[src/rtl/bp_be_pkg.sv]
// Shared types for the BE pair scheduler: processor config, FE queue entry
// layout, scheduler states and the rv64 major opcodes used by the hazard check.
package bp_be_pkg;

    typedef enum logic [0:0] {
        e_bp_default_cfg = 1'b0
    } bp_params_e;

    localparam int vaddr_width_gp               = 39;
    localparam int branch_metadata_fwd_width_gp = 36;
    localparam int instr_width_gp               = 32;
    localparam int fe_queue_width_gp            = 2 + vaddr_width_gp + instr_width_gp
                                                + branch_metadata_fwd_width_gp;

    typedef enum logic [1:0] {
        e_instr_fetch = 2'b00,
        e_exception   = 2'b01,
        e_icache_miss = 2'b10
    } bp_fe_queue_type_e;

    typedef struct packed {
        bp_fe_queue_type_e                       msg_type;
        logic [vaddr_width_gp-1:0]               pc;
        logic [instr_width_gp-1:0]               instr;
        logic [branch_metadata_fwd_width_gp-1:0] branch_metadata_fwd;
    } bp_fe_queue_s;

    typedef enum logic [0:0] {
        e_pair   = 1'b0,
        e_second = 1'b1
    } bp_be_pair_state_e;

    localparam logic [6:0] rv64_load_op_gp     = 7'b0000011;
    localparam logic [6:0] rv64_fload_op_gp    = 7'b0000111;
    localparam logic [6:0] rv64_misc_mem_op_gp = 7'b0001111;
    localparam logic [6:0] rv64_op_imm_op_gp   = 7'b0010011;
    localparam logic [6:0] rv64_auipc_op_gp    = 7'b0010111;
    localparam logic [6:0] rv64_op_imm32_op_gp = 7'b0011011;
    localparam logic [6:0] rv64_store_op_gp    = 7'b0100011;
    localparam logic [6:0] rv64_fstore_op_gp   = 7'b0100111;
    localparam logic [6:0] rv64_amo_op_gp      = 7'b0101111;
    localparam logic [6:0] rv64_op_op_gp       = 7'b0110011;
    localparam logic [6:0] rv64_lui_op_gp      = 7'b0110111;
    localparam logic [6:0] rv64_op32_op_gp     = 7'b0111011;
    localparam logic [6:0] rv64_fmadd_op_gp    = 7'b1000011;
    localparam logic [6:0] rv64_fmsub_op_gp    = 7'b1000111;
    localparam logic [6:0] rv64_fnmsub_op_gp   = 7'b1001011;
    localparam logic [6:0] rv64_fnmadd_op_gp   = 7'b1001111;
    localparam logic [6:0] rv64_fp_op_gp       = 7'b1010011;
    localparam logic [6:0] rv64_branch_op_gp   = 7'b1100011;
    localparam logic [6:0] rv64_jalr_op_gp     = 7'b1100111;
    localparam logic [6:0] rv64_jal_op_gp      = 7'b1101111;
    localparam logic [6:0] rv64_system_op_gp   = 7'b1110011;

    function automatic int fe_queue_width(bp_params_e cfg);
        case (cfg)
            e_bp_default_cfg: return fe_queue_width_gp;
            default:          return fe_queue_width_gp;
        endcase
    endfunction

endpackage

[src/rtl/bp_be_pair_hazard.sv]
// Combinational pairing hazard: high when the two FE queue entries must not
// dispatch in the same cycle.
module bp_be_pair_hazard
    import bp_be_pkg::*;
(
    input  bp_fe_queue_s fe_queue1_i,
    input  bp_fe_queue_s fe_queue2_i,
    output logic         hazard_o
);

    logic [6:0] op1_s, op2_s;
    logic [4:0] rd1_s, rs1_2_s, rs2_2_s;
    logic       not_fetch_s, ctrl1_s, writes_rf1_s, reads_rs1_2_s, reads_rs2_2_s;
    logic       raw_s, both_mem_s, special1_s, special2_s;
    logic       unused_fields_s;

    function automatic logic is_mem(logic [6:0] op);
        return op inside {rv64_load_op_gp, rv64_store_op_gp, rv64_fload_op_gp,
                          rv64_fstore_op_gp, rv64_amo_op_gp};
    endfunction

    // FP compute ops cover FDIV/FSQRT; integer DIV/DIVU/REM/REMU are M-ext with funct3[2] set
    function automatic logic is_special(logic [31:0] instr);
        logic fp_s, long_s;
        fp_s   = instr[6:0] inside {rv64_fp_op_gp, rv64_fmadd_op_gp, rv64_fmsub_op_gp,
                                    rv64_fnmsub_op_gp, rv64_fnmadd_op_gp};
        long_s = (instr[6:0] inside {rv64_op_op_gp, rv64_op32_op_gp})
               & (instr[31:25] == 7'b0000001) & instr[14];
        return (instr[6:0] inside {rv64_system_op_gp, rv64_misc_mem_op_gp}) | fp_s | long_s;
    endfunction

    // Field decode and hazard terms
    always_comb begin
        op1_s   = fe_queue1_i.instr[6:0];
        op2_s   = fe_queue2_i.instr[6:0];
        rd1_s   = fe_queue1_i.instr[11:7];
        rs1_2_s = fe_queue2_i.instr[19:15];
        rs2_2_s = fe_queue2_i.instr[24:20];

        not_fetch_s   = (fe_queue1_i.msg_type != e_instr_fetch)
                      | (fe_queue2_i.msg_type != e_instr_fetch);
        ctrl1_s       = op1_s inside {rv64_branch_op_gp, rv64_jal_op_gp, rv64_jalr_op_gp};
        writes_rf1_s  = op1_s inside {rv64_lui_op_gp, rv64_auipc_op_gp, rv64_op_imm_op_gp,
                                      rv64_op_imm32_op_gp, rv64_op_op_gp, rv64_op32_op_gp,
                                      rv64_load_op_gp, rv64_amo_op_gp, rv64_jal_op_gp,
                                      rv64_jalr_op_gp};
        reads_rs1_2_s = op2_s inside {rv64_op_imm_op_gp, rv64_op_imm32_op_gp, rv64_op_op_gp,
                                      rv64_op32_op_gp, rv64_load_op_gp, rv64_store_op_gp,
                                      rv64_fload_op_gp, rv64_fstore_op_gp, rv64_amo_op_gp,
                                      rv64_branch_op_gp, rv64_jalr_op_gp, rv64_system_op_gp};
        reads_rs2_2_s = op2_s inside {rv64_op_op_gp, rv64_op32_op_gp, rv64_store_op_gp,
                                      rv64_amo_op_gp, rv64_branch_op_gp};

        raw_s = writes_rf1_s & (rd1_s != 5'd0)
              & ((reads_rs1_2_s & (rs1_2_s == rd1_s)) | (reads_rs2_2_s & (rs2_2_s == rd1_s)));
        both_mem_s = is_mem(op1_s) & is_mem(op2_s);
        special1_s = is_special(fe_queue1_i.instr);
        special2_s = is_special(fe_queue2_i.instr);

        hazard_o = not_fetch_s | ctrl1_s | raw_s | both_mem_s | special1_s | special2_s;
    end

    assign unused_fields_s = ^{fe_queue1_i.pc, fe_queue1_i.branch_metadata_fwd,
                               fe_queue2_i.pc, fe_queue2_i.branch_metadata_fwd};

endmodule

[src/rtl/bp_be_pair_scheduler.sv]
// Pair scheduler between the BE issue queue and the dual dispatch ports.
// Optional saturating statistics counters are enabled by BP_BE_PAIR_STATS_EN.
module bp_be_pair_scheduler
    import bp_be_pkg::*;
#(
    parameter bp_params_e bp_params_p = e_bp_default_cfg,
`ifdef BP_BE_PAIR_STATS_EN
    parameter int stat_width_p = 32,
`endif
    localparam int fe_queue_width_lp = fe_queue_width(bp_params_p)
) (
    input  logic                         clk_i,
    input  logic                         reset_i,
    input  logic                         flush_i,
    input  logic [fe_queue_width_lp-1:0] fe_queue1_i,
    input  logic [fe_queue_width_lp-1:0] fe_queue2_i,
    input  logic                         fe_queue_v_i,
    input  logic                         fe_queue_v2_i,
    output logic                         fe_queue_yumi_o,
    output logic [fe_queue_width_lp-1:0] dispatch1_o,
    output logic [fe_queue_width_lp-1:0] dispatch2_o,
    output logic                         dispatch_v1_o,
    output logic                         dispatch_v2_o,
    input  logic                         dispatch_ready_i,
    output logic                         split_o
`ifdef BP_BE_PAIR_STATS_EN
   ,output logic [stat_width_p-1:0]      pair_cnt_o,
    output logic [stat_width_p-1:0]      single_cnt_o,
    output logic [stat_width_p-1:0]      split_cnt_o
`endif
);

    bp_be_pair_state_e              state_q, state_d;
    logic [fe_queue_width_lp-1:0]   held_q, held_d;
    logic                           hazard_s;

    bp_be_pair_hazard hazard_u (
        .fe_queue1_i (bp_fe_queue_s'(fe_queue1_i)),
        .fe_queue2_i (bp_fe_queue_s'(fe_queue2_i)),
        .hazard_o    (hazard_s)
    );

    // Next state, held slot 2 and dispatch outputs; reset and flush kill all valids
    always_comb begin
        state_d         = state_q;
        held_d          = held_q;
        dispatch1_o     = '0;
        dispatch2_o     = '0;
        dispatch_v1_o   = 1'b0;
        dispatch_v2_o   = 1'b0;
        fe_queue_yumi_o = 1'b0;
        split_o         = 1'b0;
        if (reset_i | flush_i) begin
            state_d = e_pair;
            held_d  = '0;
        end else begin
            case (state_q)
                e_pair: begin
                    if (fe_queue_v_i) begin
                        dispatch1_o   = fe_queue1_i;
                        dispatch2_o   = fe_queue2_i;
                        dispatch_v1_o = 1'b1;
                        dispatch_v2_o = fe_queue_v2_i & ~hazard_s;
                        split_o       = fe_queue_v2_i & hazard_s;
                        if (dispatch_ready_i) begin
                            fe_queue_yumi_o = 1'b1;
                            if (fe_queue_v2_i & hazard_s) begin
                                held_d  = fe_queue2_i;
                                state_d = e_second;
                            end else begin
                                state_d = e_pair;
                            end
                        end else begin
                            state_d = e_pair;
                        end
                    end else begin
                        state_d = e_pair;
                    end
                end
                e_second: begin
                    dispatch1_o   = held_q;
                    dispatch_v1_o = 1'b1;
                    if (dispatch_ready_i) begin
                        state_d = e_pair;
                        held_d  = '0;
                    end else begin
                        state_d = e_second;
                    end
                end
                default: begin
                    state_d = e_pair;
                    held_d  = '0;
                end
            endcase
        end
    end

    // State and held-entry registers
    always_ff @(posedge clk_i) begin
        if (reset_i) begin
            state_q <= e_pair;
            held_q  <= '0;
        end else begin
            state_q <= state_d;
            held_q  <= held_d;
        end
    end

`ifdef BP_BE_PAIR_STATS_EN
    logic [stat_width_p-1:0] pair_cnt_q, pair_cnt_d;
    logic [stat_width_p-1:0] single_cnt_q, single_cnt_d;
    logic [stat_width_p-1:0] split_cnt_q, split_cnt_d;
    logic                    pair_inc_s, single_inc_s, split_inc_s;

    // Saturating event counters
    always_comb begin
        pair_inc_s   = dispatch_v1_o & dispatch_v2_o & dispatch_ready_i;
        single_inc_s = dispatch_v1_o & ~dispatch_v2_o & dispatch_ready_i;
        split_inc_s  = (state_q == e_pair) & (state_d == e_second);
        pair_cnt_d   = (pair_inc_s & ~(&pair_cnt_q))
                     ? pair_cnt_q + stat_width_p'(1) : pair_cnt_q;
        single_cnt_d = (single_inc_s & ~(&single_cnt_q))
                     ? single_cnt_q + stat_width_p'(1) : single_cnt_q;
        split_cnt_d  = (split_inc_s & ~(&split_cnt_q))
                     ? split_cnt_q + stat_width_p'(1) : split_cnt_q;
    end

    // Counter registers
    always_ff @(posedge clk_i) begin
        if (reset_i) begin
            pair_cnt_q   <= '0;
            single_cnt_q <= '0;
            split_cnt_q  <= '0;
        end else begin
            pair_cnt_q   <= pair_cnt_d;
            single_cnt_q <= single_cnt_d;
            split_cnt_q  <= split_cnt_d;
        end
    end

    assign pair_cnt_o   = pair_cnt_q;
    assign single_cnt_o = single_cnt_q;
    assign split_cnt_o  = split_cnt_q;
`endif

endmodule

[config.mk]
export PLATFORM = sky130hd
export DESIGN_NAME = bp_be_pair_scheduler
export DESIGN_NICKNAME = d
export VERILOG_FILES = /design/src/rtl/bp_be_pkg.sv /design/src/rtl/bp_be_pair_hazard.sv /design/src/rtl/bp_be_pair_scheduler.sv
export SDC_FILE = /design/constraint.sdc
export NUM_CORES = 1
export LEC_CHECK = 0
export CORE_AREA = 4 4 169 171
export DETAILED_ROUTE_END_ITERATION = 16
export DIE_AREA = 0 0 173 175
export SLEW_MARGIN = 0
export SYNTH_ARGS = -nofsm -noshare
export SYNTH_HDL_FRONTEND = slang
export SYNTH_SLANG_ARGS = --single-unit
[constraint.sdc]
create_clock -name clk_i -period 2.94 [get_ports clk_i]
set_input_delay 0.294 -clock clk_i [delete_from_list [all_inputs] [get_ports clk_i]]
set_output_delay 0.294 -clock clk_i [all_outputs]
set_load 0.005 [all_outputs]
# Yosys cells after proc, flatten, opt, wreduce, memory -nomap -nowiden
# Cells that the tools add are included.
# op_classes
add_sub_neg	0
n_mul	0
n_div	0
magnitude_cmp	0
n_eq_ne	47
shift	0
muxes	29
bitwise	25
n_reduce_logical	17
# ops
op	n
109-bit two-way mux	9
109-bit one-hot mux with 2 select lines	2
7-bit equality test (second input constant)	17
7-bit by 6-bit equality test with 1-bit output (second input constant)	11
7-bit by 5-bit equality test with 1-bit output (second input constant)	5
5-bit nonzero test	6
1-bit two-way mux	16
7-bit by 1-bit equality test with 1-bit output (second input constant)	2
7-bit by 2-bit equality test with 1-bit output (second input constant)	2
7-bit by 3-bit equality test with 1-bit output (second input constant)	2
7-bit by 4-bit equality test with 1-bit output (second input constant)	2
1-bit OR	12
12-bit nonzero test	1
2-bit nonzero test	6
1-bit bitwise AND	11
5-bit equality test	2
10-bit nonzero test	1
2-bit != test (second input constant)	4
1-bit one-hot mux with 2 select lines	2
4-bit AND reduction	1
3-bit nonzero test	1
1-bit NOT	2
2-bit OR reduction	1
# word_totals
ff_bits	110
latchBits	0
ramBits	0
rom_bits	0
inputBits	224
output_inout_bits	222
wordCells	120
memories	0

# Depth between registers and ports, before layout
# Gate-level depths: netlist of run 1.
# depth
depth_word	14
depth_mapped	10
depth_no_buf	6

# By module
# From an unflattened synthesis of run 1, not the netlist that was laid out.
# unflattened
hier_cells	815
hier_area_um2	6279.8
# modules_own_cells
mod	n_inst	cells_per_inst	area_per_inst_um2	seq_area_each_um2
bp_be_pair_scheduler	1	751	5799.3	2202.1
bp_be_pair_hazard	1	64	480.5	0.0

# Worst setup path after synthesis of run 1
# No wires, ideal clock.
# synth_path
path_kind	input to register
startpoint	in fe_queue1_i[41]
endpoint	reg held_q[85]
setup_time_ps	72
arrival_ps	2140
required_ps	2868
setup_slack_ps	728
stages	9
path_buffers	4
cell_sequence	buf_2 nand2_1 a2111oi_0 a2111oi_4 o211ai_2 buf_6 buf_6 buf_6 mux2i_1
# synth_between
elab_chain_cells	11
word_cells_on_any_way	42
cone_classes	22 x eq/ne; 13 x bitwise; 7 x reduce/logical
# synth_rtl
item	line	text
start: declaration	bp_be_pair_scheduler.sv:15	input logic [fe_queue_width_lp-1:0] fe_queue1_i,
7-bit by 6-bit equality test with 1-bit output (tied with other cells)	bp_be_pair_hazard.sv:43	writes_rf1_s = op1_s inside {rv64_lui_op_gp, rv64_auipc_op_gp, rv64_op_imm_op_gp,
10-bit nonzero test	bp_be_pair_hazard.sv:43	
1-bit bitwise AND	bp_be_pair_hazard.sv:54	raw_s = writes_rf1_s & (rd1_s != 5'd0)
1-bit bitwise AND	bp_be_pair_hazard.sv:55	& ((reads_rs1_2_s & (rs1_2_s == rd1_s)) | (reads_rs2_2_s & (rs2_2_s == rd1_s)));
1-bit OR (2 in series)	bp_be_pair_hazard.sv:60	hazard_o = not_fetch_s | ctrl1_s | raw_s | both_mem_s | special1_s | special2_s;
1-bit OR * (2 in series)	bp_be_pair_hazard.sv:60	
1-bit bitwise AND *	bp_be_pair_scheduler.sv:67	if (fe_queue_v2_i & hazard_s) begin
2-bit != test (no source line) *	n/a	
4-bit AND reduction (no source line) *	n/a	
end signal: assignment	bp_be_pair_scheduler.sv:105	held_q <= held_d;
end: declaration	bp_be_pair_scheduler.sv:34	logic [fe_queue_width_lp-1:0] held_q, held_d;
# Every way passes the cells marked *; elsewhere a longest branch is shown, timed or not.
# A chain may end at the register's enable or synchronous reset.

# Worst setup path in the final report of run 1
# layout_path
startpoint	in fe_queue1_i[107]
endpoint	out dispatch_v2_o
# layout_between
elab_chain_cells	12
# layout_rtl
item	line	text
2-bit nonzero test	bp_be_pair_hazard.sv:40	not_fetch_s = (fe_queue1_i.msg_type != e_instr_fetch)
1-bit OR	bp_be_pair_hazard.sv:41	| (fe_queue2_i.msg_type != e_instr_fetch);
1-bit OR (5 in series)	bp_be_pair_hazard.sv:60	
1-bit NOT	bp_be_pair_scheduler.sv:63	dispatch_v2_o = fe_queue_v2_i & ~hazard_s;
1-bit bitwise AND	bp_be_pair_scheduler.sv:63	
1-bit two-way mux	bp_be_pair_scheduler.sv:59	if (fe_queue_v_i) begin
1-bit two-way mux	bp_be_pair_scheduler.sv:57	case (state_q)
1-bit two-way mux	bp_be_pair_scheduler.sv:53	if (reset_i | flush_i) begin
end: declaration	bp_be_pair_scheduler.sv:23	output logic dispatch_v2_o,
# Every way passes these cells.

==> run_results.csv, run 1 <==
group,metric,value,unit
routing,drt_pre_antenna_iters,5,
timing,setup_viol,0,
layout,area_delta_synth_final,79.2,%
routing,num_vias,7922,
setup_path,start_kind,"input port",
routing,wl_met3,2.19,mm
min_path,hold_end,"held_q[1]",
layout,fill_cells,2626,
logic_synthesis,ys_types,41,
floorplan,die_h,175,microns
logic_synthesis,syn-cell-area,7120,sq um
timing,hold_violations,0,
floorplan,row_count,60,
timing,maxSlewHeadroom,48.9,%
layout,fin_cells,1613,
clock_tree,cts_buffers,9,
flow_run,drv_cap,0,
clock_tree,cts_hold_buf,0,
layout,nNetsFinal,1490,
routing,drtIter0Drc,464,
clock_tree,cts_root_buf,"clkbuf_16",
setup_path,path_max_fanout,3,
timing,maxSlewViolCount,0,
timing,rsz0062_at_grt,"no",
logic_synthesis,syn_nets,1054,
pwr,seqPwrFrac,40.1,%
setup_path,crit_type,"in2out",
routing,drc,0,
setup_path,r2r-start,"state_q",
pwr,ir_drop,0.000214,V
placement,numPortBuffers,445,
timing,tightest_slew,767,ps
setup_path,worstPathRequired,2650,ps
pwr,finalPower,3.82,mW
timing,max_clock_freq,356,MHz
setup_path,rrSetupSlack,1280,ps
floorplan,die_w,173,microns
pwr,power_density,299,nW/um^2
clock_tree,clk_pin_slew_worst_paths,80,ps
routing,topRoutingLayerUsed,"met4",
logic_synthesis,synth_seq_cells,110,
pwr,switching_share,26.0,%
routing,wl_met2,15.5,mm
global_route,grt_overflow,0,
logic_synthesis,syn_inst,830,
floorplan,die_area,30300,sq um
min_path,worstHoldStart,"held_q[1]",
pwr,switchingPower,0.993,mW
layout,drive_gt1_share,8.18,%
logic_synthesis,yosysWarnings,0,
pwr,p_comb_share,25.9,%
timing,min_period,2810,ps
clock_tree,cts_tree,"done",
clock_tree,clockBufferDepth,2,
routing,routedWlPerCell,19.6,microns
setup_path,startpoint,"fe_queue1_i[107]",
global_route,antenna_found_initial,1,
placement,dp.cells,1595,
timing,skew,5.55,ps
floorplan,initial_core_util,26.5,%
setup_path,worst_r2r_endpoint,"state_q",
global_route,grt_util_all_layers,19.8,%
placement,gp_congestion,0.932,
setup_path,worstRegToRegCells,6,
setup_path,cp.arrival,2510,ps
global_route,grt_pass1_vias,8165,
logic_synthesis,ys_seq_area_share,30.9,%
timing,period_share,95.4,%
pwr,p_leak,4.37,nW
layout,ff_latch_area,2210,sq um
routing,via_per_inst,4.91,
clock_tree,htreeDepth,3,
clock_tree,clk_latency,340,ps
min_path,hp-class,"reg2reg",
routing,wl_met1,13.2,mm
min_path,whs_path_depth,2,
pwr,clkPwrFrac,34.0,%
pwr,power.internal,2.82,mW
setup_path,worstSetupEndpointType,"primary output",
layout,multi_input_area,4580,sq um
floorplan,core,26900,sq um
floorplan,io_pins,446,
global_route,grt_pass1_wl,48.2,mm
clock_tree,clock_sinks,110,
routing,wirelength,31.6,mm
global_route,grt_max_degree,186,
outcome,status,"finished clean",
logic_synthesis,syn_avg_cell_area,8.58,sq um
routing,ant_nets,0,
placement,place_hpwl,24.2,mm
registers in the layout (all words and copies together), names as in the netlist:
signal	flops
state_q	1
held_q	109
cell type report:
class / count / share of cell area [%]
clock inverters: 5 / 0.510
flip-flops and latches: 110 / 17.3
well taps: 341 / 3.35
inverters: 2 / 0.0589
multi-input cells: 626 / 35.9
repair buffers: 517 / 40.9
diodes: 1 / 0.0196
clock buffers: 11 / 1.90
cells by family after synthesis:
| logic type | Yosys count | synth area share [%] |
|---|---|---|
| mux | 110 | 15.5 |
| xor+xnor | 10 | 1.23 |
| buf+inv | 94 | 5.76 |
| simple gates | 375 | 30.6 |
| flops | 110 | 30.9 |
| compound gates | 131 | 16.0 |
critical path, stage by stage:
cell and delay, ps:
clkdlybuf4s50_1 460, nor4_2 320, buf_4 160, o41ai_1 60
or3_1 350, a2111oi_4 430, nand2_1 90, nor2_1 110
dlygate4sd2_1 240
cells in the mapped netlist, drive strengths merged:
cell type | number | share of area [%]
o41ai | 1 | 0.12
mux2i | 109 | 15
xnor2 | 3 | 0.37
or4bb | 1 | 0.16
a21oi | 3 | 0.21
mux2 | 1 | 0.16
and3 | 1 | 0.088
and2 | 28 | 2.5
dfxtp | 110 | 31
a2111oi | 2 | 0.51
buf | 18 | 1.8
o21ai | 3 | 0.21
inv | 2 | 0.11
a22o | 109 | 13
nand2 | 148 | 7.8
o211ai | 3 | 0.39
a21boi | 1 | 0.11
clkbuf | 74 | 3.9
or4 | 2 | 0.21
nor2 | 6 | 0.32
xor2 | 7 | 0.86
nor2b | 3 | 0.26
o21bai | 1 | 0.11
a2bb2oi | 1 | 0.12
or3 | 1 | 0.088
nand3 | 2 | 0.14
nand2b | 1 | 0.088
nor3 | 6 | 0.42
nor4 | 4 | 0.35
a211oi | 4 | 0.42
a31oi | 1 | 0.088
nor3b | 83 | 8.8
or2 | 1 | 0.088
nand3b | 86 | 9.1
nor4bb | 2 | 0.28
o2111a | 2 | 0.32
how the worst max path moves through the flow:
stage / cells past startpoint / endpoint
floorplan: 9 / held_q[85]
global placement: 9 / dispatch_v2_o
detailed placement: 11 / held_q[59]
CTS: 8 / split_o
global route: 9 / dispatch_v2_o
finish: 9 / dispatch_v2_o
metrics by stage:
stage	utilization [%]	instance area, sq um	TNS (ps)	worst slack (ps)	hold WS, ps
floorplan	-	7120	0	728	434
global placement	46.1	12400	-16360	-194	442
detailed placement	46.1	12400	-15940	-195	447
CTS	47.4	12700	0	19.1	463
global route	47.5	12800	0	1.72	478
finish	47.5	12800	0	134	459
layer usage:
metal,track usage [%],vias up
li1,-,3865
met1,23.7,3685
met2,34.7,335
met3,5.17,37
met4,6.22,0
met5,0,-
power groups by stage:
stage | sequential (mW) | clock [mW] | combinational, mW
6_report | 1.53 | 1.30 | 0.990
5_1_grt | 1.53 | 1.41 | 1.06
4_1_cts | 1.53 | 1.35 | 0.998
3_5_place_dp | 1.57 | 0 | 0.988
3_3_place_gp | 1.57 | 0 | 0.987
2_1_floorplan | 1.56 | 0 | 0.332
placed cells by master, fill, tap and decap left out, drive strengths merged, types with 6 or more instances in the layout:
cell / instances
clkdlybuf4s50: 443
nand2: 148
dfxtp: 110
mux2i: 109
a22o: 109
nand3b: 86
nor3b: 83
buf: 72
and2: 28
clkbuf: 11
xor2: 7
nor3: 6
nor2: 6
timing repair:
item,in CTS,in global routing
setup buffers,1,0
gates resized for setup,9,2
endpoints found under the setup margin,2,1
pin swaps,3,2
(Power assumes the default switching activity.)
==> inputs of run 2 (changes only) <==
--- a/config.mk
+++ b/config.mk
@@ -8,6 +8,7 @@
 export CORE_AREA = 4 4 169 171
 export DETAILED_ROUTE_END_ITERATION = 16
 export DIE_AREA = 0 0 173 175
+export PLACE_DENSITY = 0.63
 export SLEW_MARGIN = 0
 export SYNTH_ARGS = -nofsm -noshare
 export SYNTH_HDL_FRONTEND = slang
==> run_results.csv, run 2 (synthesized netlist as in run 1, its figures left out) <==
group,metric,value,unit
flow_run,drv_cap,0,
layout,largest_register_ffs,109,
setup_path,worstSetupEndpointType,"primary output",
timing,rsz0062_at_grt,"no",
global_route,antenna_found_initial,2,
layout,multi_input_area,4560,sq um
global_route,grt_util_all_layers,19.9,%
timing,tightest_slew,799,ps
placement,place_hpwl,24.5,mm
min_path,whs_path_depth,2,
routing,via_per_inst,4.92,
layout,layout_commonest_cell,"clkdlybuf4s50_1",
layout,biggestRegsByFlops,"held_q: 109 flops, state_q: 1 flops",
clock_tree,htreeDepth,3,
timing,finalSetupTns,0,ps
layout,drive_gt1_share,8.31,%
placement,numPortBuffers,445,
setup_path,path_max_fanout,3,
pwr,ir_drop,0.000215,V
clock_tree,cts_resized,5,
layout,fill_cells,2622,
floorplan,row_count,60,
layout,ff_latch_area,2210,sq um
clock_tree,clock_sinks,110,
timing,skew,14.9,ps
floorplan,io_pins,446,
layout,post-route-util,47.3,%
floorplan,die_w,173,microns
global_route,grt_pass1_vias,8265,
routing,drc,0,
min_path,hp-class,"reg2reg",
clock_tree,clk_pin_slew_worst_paths,80,ps
layout,num_antenna_cells,0,
timing,maxSlewViolCount,0,
min_path,hold_end,"held_q[79]",
clock_tree,cts_buffers,9,
floorplan,die_h,175,microns
setup_path,r2r-start,"state_q",
setup_path,worstRegToRegCells,6,
setup_path,worst_r2r_endpoint,"held_q[24]",
layout,largest-register,"held_q",
layout,area_delta_synth_final,78.7,%
timing,max_clock_freq,366,MHz
clock_tree,clockBufferDepth,2,
timing,period_share,93.0,%
floorplan,die_area,30300,sq um
setup_path,cp.arrival,2440,ps
clock_tree,clk_latency,350,ps
layout,nNetsFinal,1496,
layout,final_cell_mix,"443 x clkdlybuf4s50_1, 147 x nand2_1, 109 x mux2i_1, 109 x a22o_1, 109 x dfxtp_1",
setup_path,start_kind,"input port",
global_route,grt_max_degree,92,
clock_tree,postCtsSetupBuffers,0,
global_route,grt_overflow,0,
outcome,status,"finished clean",
timing,min_period,2730,ps
routing,drtIter0Drc,462,
floorplan,core,26900,sq um
routing,num_vias,7953,
setup_path,worstPathRequired,2650,ps
timing,hold_violations,0,
placement,gp_congestion,0.904,
clock_tree,cts_tree,"done",
timing,setup_viol,0,
setup_path,crit_type,"in2out",
clock_tree,cts_hold_buf,0,
pwr,power_density,292,nW/um^2
global_route,grt_pass1_wl,48.5,mm
setup_path,rrSetupSlack,1280,ps
routing,routedWlPerCell,19.7,microns
clock_tree,cts_root_buf,"clkbuf_16",
routing,ant_nets,0,
routing,drt_pre_antenna_iters,5,
routing,wirelength,31.8,mm
pwr,p_leak,4.37,nW
timing,maxSlewHeadroom,46.7,%
min_path,worstHoldStart,"held_q[79]",
floorplan,initial_core_util,26.5,%
[run 2: routing by layer]
metal / global-route usage, % / vias up / wire length, microns
li1: - / 3875 / -
met3: 5.41 / 40 / 2140
met4: 6.19 / 2 / 755
met5: 0 / - / 13
met2: 35.6 / 312 / 15800
met1: 23.1 / 3724 / 13100
[run 2: how the worst max path moves through the flow]
stage	from	end	slack, ps
final	fe_queue2_i[61]	split_o	210
after global routing	fe_queue1_i[61]	split_o	110
after CTS	fe_queue2_i[61]	split_o	210
after detailed placement	fe_queue2_i[107]	dispatch_v2_o	-210
after global placement	fe_queue2_i[107]	dispatch_v2_o	-270
after floorplan	fe_queue1_i[41]	held_q[85]	730
[run 2: report_power, final]
group          internal [mW]  total, mW  switching (mW)
Clock                  0.605       1.19           0.587
Combinational          0.611      0.989           0.378
Sequential              1.51       1.53          0.0154
[run 2: area by class of cell]
type / count / area share (%)
multi-input cells: 626 / 35.9
inverters: 2 / 0.0590
flip-flops and latches: 110 / 17.3
repair buffers: 523 / 41.2
well taps: 341 / 3.35
clock buffers: 10 / 1.88
clock inverters: 5 / 0.325
[run 2: worst max-delay path, stage by stage]
cell and delay [ps]:
clkdlybuf4s50_1 490, or4bb_4 570, nor4_1 240, buf_4 150, or3_1 150, a2111oi_4 70, a21oi_1 190, dlygate4sd2_1 300
[run 2: per-stage QoR]
step / setup WS (ps) / cell area (sq um) / cells / hold slack, ps / total power, mW
3_5_place_dp: -214 / 12400 / 1602 / 448 / 2.55
3_3_place_gp: -269 / 12400 / 1602 / 441 / 2.55
2_1_floorplan: 728 / 7120 / 830 / 434 / 1.89
6_report: 205 / 12700 / 1617 / 458 / 3.71
5_1_grt: 105 / 12700 / 1617 / 468 / 3.88
4_1_cts: 206 / 12700 / 1617 / 461 / 3.77
==> inputs of run 3 (changes only) <==
--- a/config.mk
+++ b/config.mk
@@ -5,11 +5,12 @@
 export SDC_FILE = /design/constraint.sdc
 export NUM_CORES = 1
 export LEC_CHECK = 0
-export CORE_AREA = 4 4 169 171
+export CORE_AREA = 4 4 173 175
 export DETAILED_ROUTE_END_ITERATION = 16
-export DIE_AREA = 0 0 173 175
-export PLACE_DENSITY = 0.63
+export DIE_AREA = 0 0 177 179
+export PLACE_DENSITY = 0.57
 export SLEW_MARGIN = 0
 export SYNTH_ARGS = -nofsm -noshare
 export SYNTH_HDL_FRONTEND = slang
+export SYNTH_HIERARCHICAL = 1
 export SYNTH_SLANG_ARGS = --single-unit
==> run_results.csv, run 3 <==
group,metric,value,unit
outcome,status,"finished clean",
setup_path,start_kind,"input port",
setup_path,crit_end,"dispatch1_o[41]",
logic_synthesis,async_flop_share,0,%
logic_synthesis,synth-main-ff-cell,"dfxtp_1",
placement,place_hpwl,23.1,mm
layout,fill_cells,2925,
routing,via_per_inst,4.71,
setup_path,r2r-start,"state_q",
timing,whs,423,ps
clock_tree,cts_tree,"done",
placement,gp_congestion,0.801,
clock_tree,cts_buffers,9,
layout,fin_cells,1628,
routing,ant_nets,0,
placement,dp.cells,1612,
logic_synthesis,netlist.area_leader.share,35.1,%
routing,drc,0,
floorplan,die_h,179,microns
layout,ff_latch_area,2200,sq um
timing,period_share,91.9,%
timing,maxSlewHeadroom,59.6,%
timing,skew,12.9,ps
floorplan,die_w,177,microns
setup_path,path_max_fanout,74,
floorplan,die_area,31700,sq um
logic_synthesis,ys_seq_area_share,35.1,%
timing,hold_violations,0,
logic_synthesis,synth_seq_cells,110,
flow_run,drv_cap,0,
floorplan,io_pins,446,
layout,drive_gt1_share,7.07,%
setup_path,rrSetupSlack,1470,ps
logic_synthesis,synth.area.top_cells,"dfxtp_1 35%, a22o_1 15%, nand2_1 13%, and2_1 11%, o22ai_1 11%",
global_route,grt_util_all_layers,17.8,%
clock_tree,clk_latency,360,ps
setup_path,cp.buffers_inverters,3,
setup_path,critPathTopFamily,"buffers and inverters",
logic_synthesis,syn-cell-area,6280,sq um
routing,num_vias,7662,
placement,numPortBuffers,445,
timing,min_period,2700,ps
global_route,grt_overflow,0,
clock_tree,cts_root_buf,"clkbuf_16",
global_route,antenna_found_initial,0,
setup_path,worstSetupEndpointType,"primary output",
layout,nNetsFinal,1463,
global_route,grt_pass1_vias,7396,
layout,area_delta_synth_final,86.8,%
logic_synthesis,yosysWarnings,6,
setup_path,cp.depth,5,
setup_path,cp.arrival,2410,ps
clock_tree,htreeDepth,3,
pwr,p_comb_share,24.6,%
floorplan,row_count,62,
min_path,hp-class,"in2reg",
timing,tightest_slew,606,ps
setup_path,path_cells,"clkdlybuf4s50_1, nor4b_4, buf_12, a22o_1, clkdlybuf4s50_1",
clock_tree,clockBufferDepth,2,
layout,largest_register_ffs,109,
layout,multi_input_area,3750,sq um
pwr,switchingPower,1.01,mW
routing,drtIter0Drc,375,
setup_path,worst_r2r_endpoint,"state_q",
logic_synthesis,synth_most_common_cell,"nand2_1",
setup_path,crit_slowest_cell,"clkdlybuf4s50_1",
floorplan,core,28500,sq um
logic_synthesis,syn_inst,815,
clock_tree,postCtsSetupBuffers,0,
setup_path,crit_type,"in2out",
floorplan,initial_core_util,22.1,%
pwr,switching_share,27.4,%
logic_synthesis,ys_types,48,
clock_tree,clock_sinks,110,
logic_synthesis,synth_largest_area_cell,"dfxtp_1",
pwr,seqPwrFrac,41.3,%
global_route,grt_max_degree,123,
layout,num_antenna_cells,0,
timing,finalSetupTns,0,ps
clock_tree,cts_hold_buf,0,
setup_path,worstPathRequired,2650,ps
placement,placed_cell_area,11400,sq um
routing,drt_pre_antenna_iters,5,
timing,setup_viol,0,
timing,rsz0062_at_grt,"no",
timing,maxSlewViolCount,0,
pwr,ir_drop,0.000221,V
logic_synthesis,synthTopCellsByCount,"224 x nand2_1, 111 x and2_1, 110 x dfxtp_1",
routing,wirelength,30.5,mm
routing,routedWlPerCell,18.7,microns
global_route,grt_pass1_wl,44.0,mm
logic_synthesis,syn_avg_cell_area,7.71,sq um
layout,largest-register,"held_q",
clock_tree,clk_pin_slew_worst_paths,80,ps
pwr,clkPwrFrac,34.1,%
logic_synthesis,syn_nets,1039,
setup_path,crit_top_cell,"clkdlybuf4s50_1",
pwr,power_density,314,nW/um^2
layout,layout_commonest_cell,"clkdlybuf4s50_1",
layout,final_cell_mix,"435 x clkdlybuf4s50_1, 223 x nand2_1, 110 x and2_1, 110 x dfxtp_1",
pwr,p_leak,4.19,nW
setup_path,slowest_delay,530,ps
setup_path,startpoint,"flush_i",
setup_path,worstRegToRegCells,4,
layout,biggestRegsByFlops,"held_q: 109 flops, state_q: 1 flops",
layout,design_area,11700,sq um
pwr,power.internal,2.68,mW
logic_synthesis,synth_edf_count,0,
timing,max_clock_freq,370,MHz
==> run 3: changes by cell type in the layout (fill, tap and decap cells not counted), moves of 8 or more <==
cell             delta
buf_4              -23
and2_1             +83
nor3b_1            -83
clkdlybuf4s50_1     -8
nand3b_1           -84
mux2i_1           -109
nand2_1            +76
o22ai_1           +109
==> run 3: what timing repair did <==
item	in CTS	in global routing
resized for setup	14	1
endpoints found under the hold margin	0	0
setup endpoints to repair	2	1
pin swaps	2	0
==> run 3: worst min-delay path by stage <==
stage	start	to	slack [ps]	cells after the start
2_1_floorplan	fe_queue2_i[0]	held_q[0]	440	2
6_report	fe_queue2_i[52]	held_q[52]	420	3
3_5_place_dp	held_q[75]	held_q[75]	460	2
4_1_cts	fe_queue2_i[52]	held_q[52]	400	3
5_1_grt	fe_queue2_i[52]	held_q[52]	400	3
3_3_place_gp	held_q[42]	held_q[42]	450	2
==> run 3: cells by family after synthesis <==
kind of cell,Yosys count,share of synthesized area (%)
buffers and inverters,86,6.10
AOI/OAI and AO/OA,238,28.7
DFF,110,35.1
muxes,2,0.418
and+or+nand+nor,369,28.3
xor gates and xnor gates,10,1.39
==> run 3: layout make-up <==
| cell class | instances | share of cell area, % |
|---|---|---|
| repair buffers | 497 | 42.6 |
| clock inverters | 6 | 0.448 |
| well taps | 384 | 4.10 |
| inverters | 2 | 0.0640 |
| multi-input cells | 619 | 32.0 |
| flip-flops and latches | 110 | 18.8 |
| clock buffers | 10 | 2.04 |
==> run 3: tightest hold or removal path, cell delays in order <==
cell and delay (ps):
dlygate4sd2_1 290, nand2_1 80, o22ai_1 60
==> run 3: through the flow <==
stage	util, %	power [mW]	worst slack, ps
6_report	41.2	3.69	239
5_1_grt	41.2	3.87	123
4_1_cts	41.2	3.76	7.27
3_5_place_dp	40.1	2.47	-192
3_3_place_gp	40.1	2.47	-199
2_1_floorplan	-	1.83	642
==> run 3: layer usage <==
metal	vias to the layer above	GRT usage, %	routed length, microns
li1	3749	-	-
met1	3553	20.8	12000
met2	341	31.8	15400
met3	19	5.95	2840
met4	0	3.90	342
met5	-	0	0
==> run 3: power groups by stage <==
stage	clock [mW]	sequential, mW	combinational, mW
floorplan	0	1.55	0.277
global placement	0	1.56	0.914
detailed placement	0	1.56	0.915
CTS	1.32	1.52	0.922
global route	1.37	1.52	0.974
finish	1.26	1.52	0.909
==> patch (settings of run 3) <==
Change the package constant `branch_metadata_fwd_width_gp` from 36 to 54.
--- a/src/rtl/bp_be_pkg.sv
+++ b/src/rtl/bp_be_pkg.sv
@@ -8,5 +8,5 @@
 
     localparam int vaddr_width_gp               = 39;
-    localparam int branch_metadata_fwd_width_gp = 36;
+    localparam int branch_metadata_fwd_width_gp = 54;
     localparam int instr_width_gp               = 32;
     localparam int fe_queue_width_gp            = 2 + vaddr_width_gp + instr_width_gp
Ports: changed (resized dispatch1_o, dispatch2_o, fe_queue1_i and fe_queue2_i); port bits go from 446 to 518. The function was not compared with the original's and may differ.
==> patch against run 3 <==
Setup slack got worse by 0.082 ns. Register-to-register slack improved by 0.13 ns. Wire length grew 20%. Sequential power grew 16%. Design area rose by 16%. Hold slack got worse by 0.076 ns. Power increased by 40%. Highest routed layer unchanged. Utilization rose by 6.7 points. Critical path depth grew 1. Synthesized area grew 15%. Fmax fell by 2.9%. Sequential share of layout area is essentially flat. Largest power group is now clock. Sequential cell count increased by 18.
==> patch: results (changes against run 3) <==
| Metric | Value |
|---|---|
| Clock-pin slew on the worst setup and hold paths | `0.06 ns (-0.02 ns)` |
| H-tree depth | `4 (+1)` |
| Static Leak | `0.00489 µW (+17%)` |
| Largest registers | `held_q: 127 flops, state_q: 1 flops` |
| Commonest cells post-synth | `nand2_1, and2_1, dfxtp_1` |
| Register area share after synthesis | `35.4% (+0.33 points)` |
| Largest net degree at the start of global routing | `148 (+20%)` |
| First-pass GRT wire length | `52,800 µm (+20%)` |
| Largest vdd supply drop | `0.262 mV (+19%)` |
| R2r setup slk | `1.60 ns (+0.13 ns)` |
| DP Worst Slack | `-0.122 ns (+0.0693 ns)` |
| Vias in the first global route | `8,566 (+16%)` |
| Unique masters post-synth | `47 (-2.1%)` |
| Post-placement cell area | `13,000 µm² (+14%)` |
| Worst-Skew Late Latency | `0.42 ns (+0.06 ns)` |
| Synth warn | `6 (unchanged)` |
| Initial DRC Count | `494 (+32%)` |
| Gr usage total | `21.6% (+3.7 points)` |
| Routed via count | `8,799 (+15%)` |
| Hold path cells | `3 (unchanged)` |
| Share of cells above drive strength 1 | `6.56% (-0.51 points)` |
| Nets | `1,682 (+15%)` |
| Relative slew slack | `28.1% (-32 points)` |
| DRT Pass-1 Iters | `4 (-1)` |
| Port Buffers | `517 (+16%)` |
| Status | `finished clean` |
| Syn_nets | `1,197 (+15%)` |
| RR Startpoint | `state_q$_SDFF_PP0_` |
| Hold Startpoint | `fe_queue2_i[72]` |
| DP HPWL | `27,300 µm (+18%)` |
| Ant diodes | `0 (unchanged)` |
| Worst path arrival time | `2.49 ns (+0.08 ns)` |
| Clock skew after layout | `0.0114 ns (-0.00147 ns)` |
| TritonCTS buffer count | `17 (+8)` |
| Hold Path End | `held_q[72]$_SDFFE_PP0P_` |
| Max Fanout on Critical Path | `69 (-6.8%)` |
| GP Congestion | `0.828 (+3.4%)` |
| Total Wirelength | `36,600 µm (+20%)` |
| Synth top area cells | `dfxtp_1, a22o_1, nand2_1` |
==> patch: cells by family (layout without fill, tap and decap cells) <==
logic type | after synthesis | count (layout) | synth area share (%)
xor+xnor | 10 | 10 | 1.21
buf+inv | 100 | 596 | 6.41
mux | 2 | 2 | 0.363
flops | 128 | 128 | 35.4
simple gates | 423 | 423 | 28.0
compound gates | 274 | 274 | 28.7
==> patch: worst max path at each step <==
stage / from / end / slack, ns / cells after the start
3_5_place_dp: fe_queue1_i[62] / split_o / -0.12 / 8
3_3_place_gp: fe_queue1_i[62] / split_o / -0.11 / 8
4_1_cts: fe_queue1_i[63] / dispatch_v2_o / 0.03 / 8
2_1_floorplan: fe_queue2_i[58] / held_q[43]$_SDFFE_PP0P_ / 0.67 / 12
6_report: flush_i / dispatch1_o[36] / 0.16 / 6
5_1_grt: fe_queue1_i[80] / split_o / 0.02 / 9
==> patch: power by group <==
| part | switching [µW] | leakage (µW) | internal, µW |
|---|---|---|---|
| Sequential | 14.1 | 0.00103 | 1760 |
| Clock | 847 | 0.000301 | 1500 |
| Combinational | 415 | 0.00356 | 625 |
==> patch: metal layers <==
| layer | global-route usage, % | up-vias | part of all wire, % |
|---|---|---|---|
| met2 | 38.0 | 355 | 50 |
| li1 | - | 4298 | - |
| met4 | 5.58 | 0 | 1.8 |
| met5 | 0 | - | 0 |
| met1 | 25.5 | 4112 | 40 |
| met3 | 6.58 | 34 | 8.0 |
==> patch: layout make-up <==
type	count	area [µm²]
Sequential cell	128	2560
Multi-Input combinational cell	709	4240
Timing Repair Buffer	564	5730
Clock inverter	13	213
Tap cell	384	480
Clock buffer	17	425
Inverter	2	7.51
Fill cell	2788	14800
==> patch: per-stage QoR <==
step                      std cells  hold WS (ns)  utilization (%)  setup TNS [ns]
final                          1817         0.347             48.0               0
after global routing           1817         0.361             48.0               0
after CTS                      1816         0.330             47.9               0
after detailed placement       1786         0.457             45.7           -1.14
after global placement         1786         0.454             45.7          -0.127
after floorplan                 937         0.444                -               0
==> patch: timing repair <==
item                                   4_1_cts  5_1_grt
resized for setup                            5        1
setup endpoints to repair                    1        1
setup buffers                                0        1
pin swaps                                    2        0
cloned                                       0        0
endpoints found under the hold margin        0        0
==> patch: worst max-delay path: stages <==
cell and delay [ns]:
clkdlybuf4s50_1 0.50, nor4b_4 0.39, buf_12 0.30, buf_12 0.20
a22o_1 0.20, clkdlybuf4s50_1 0.55
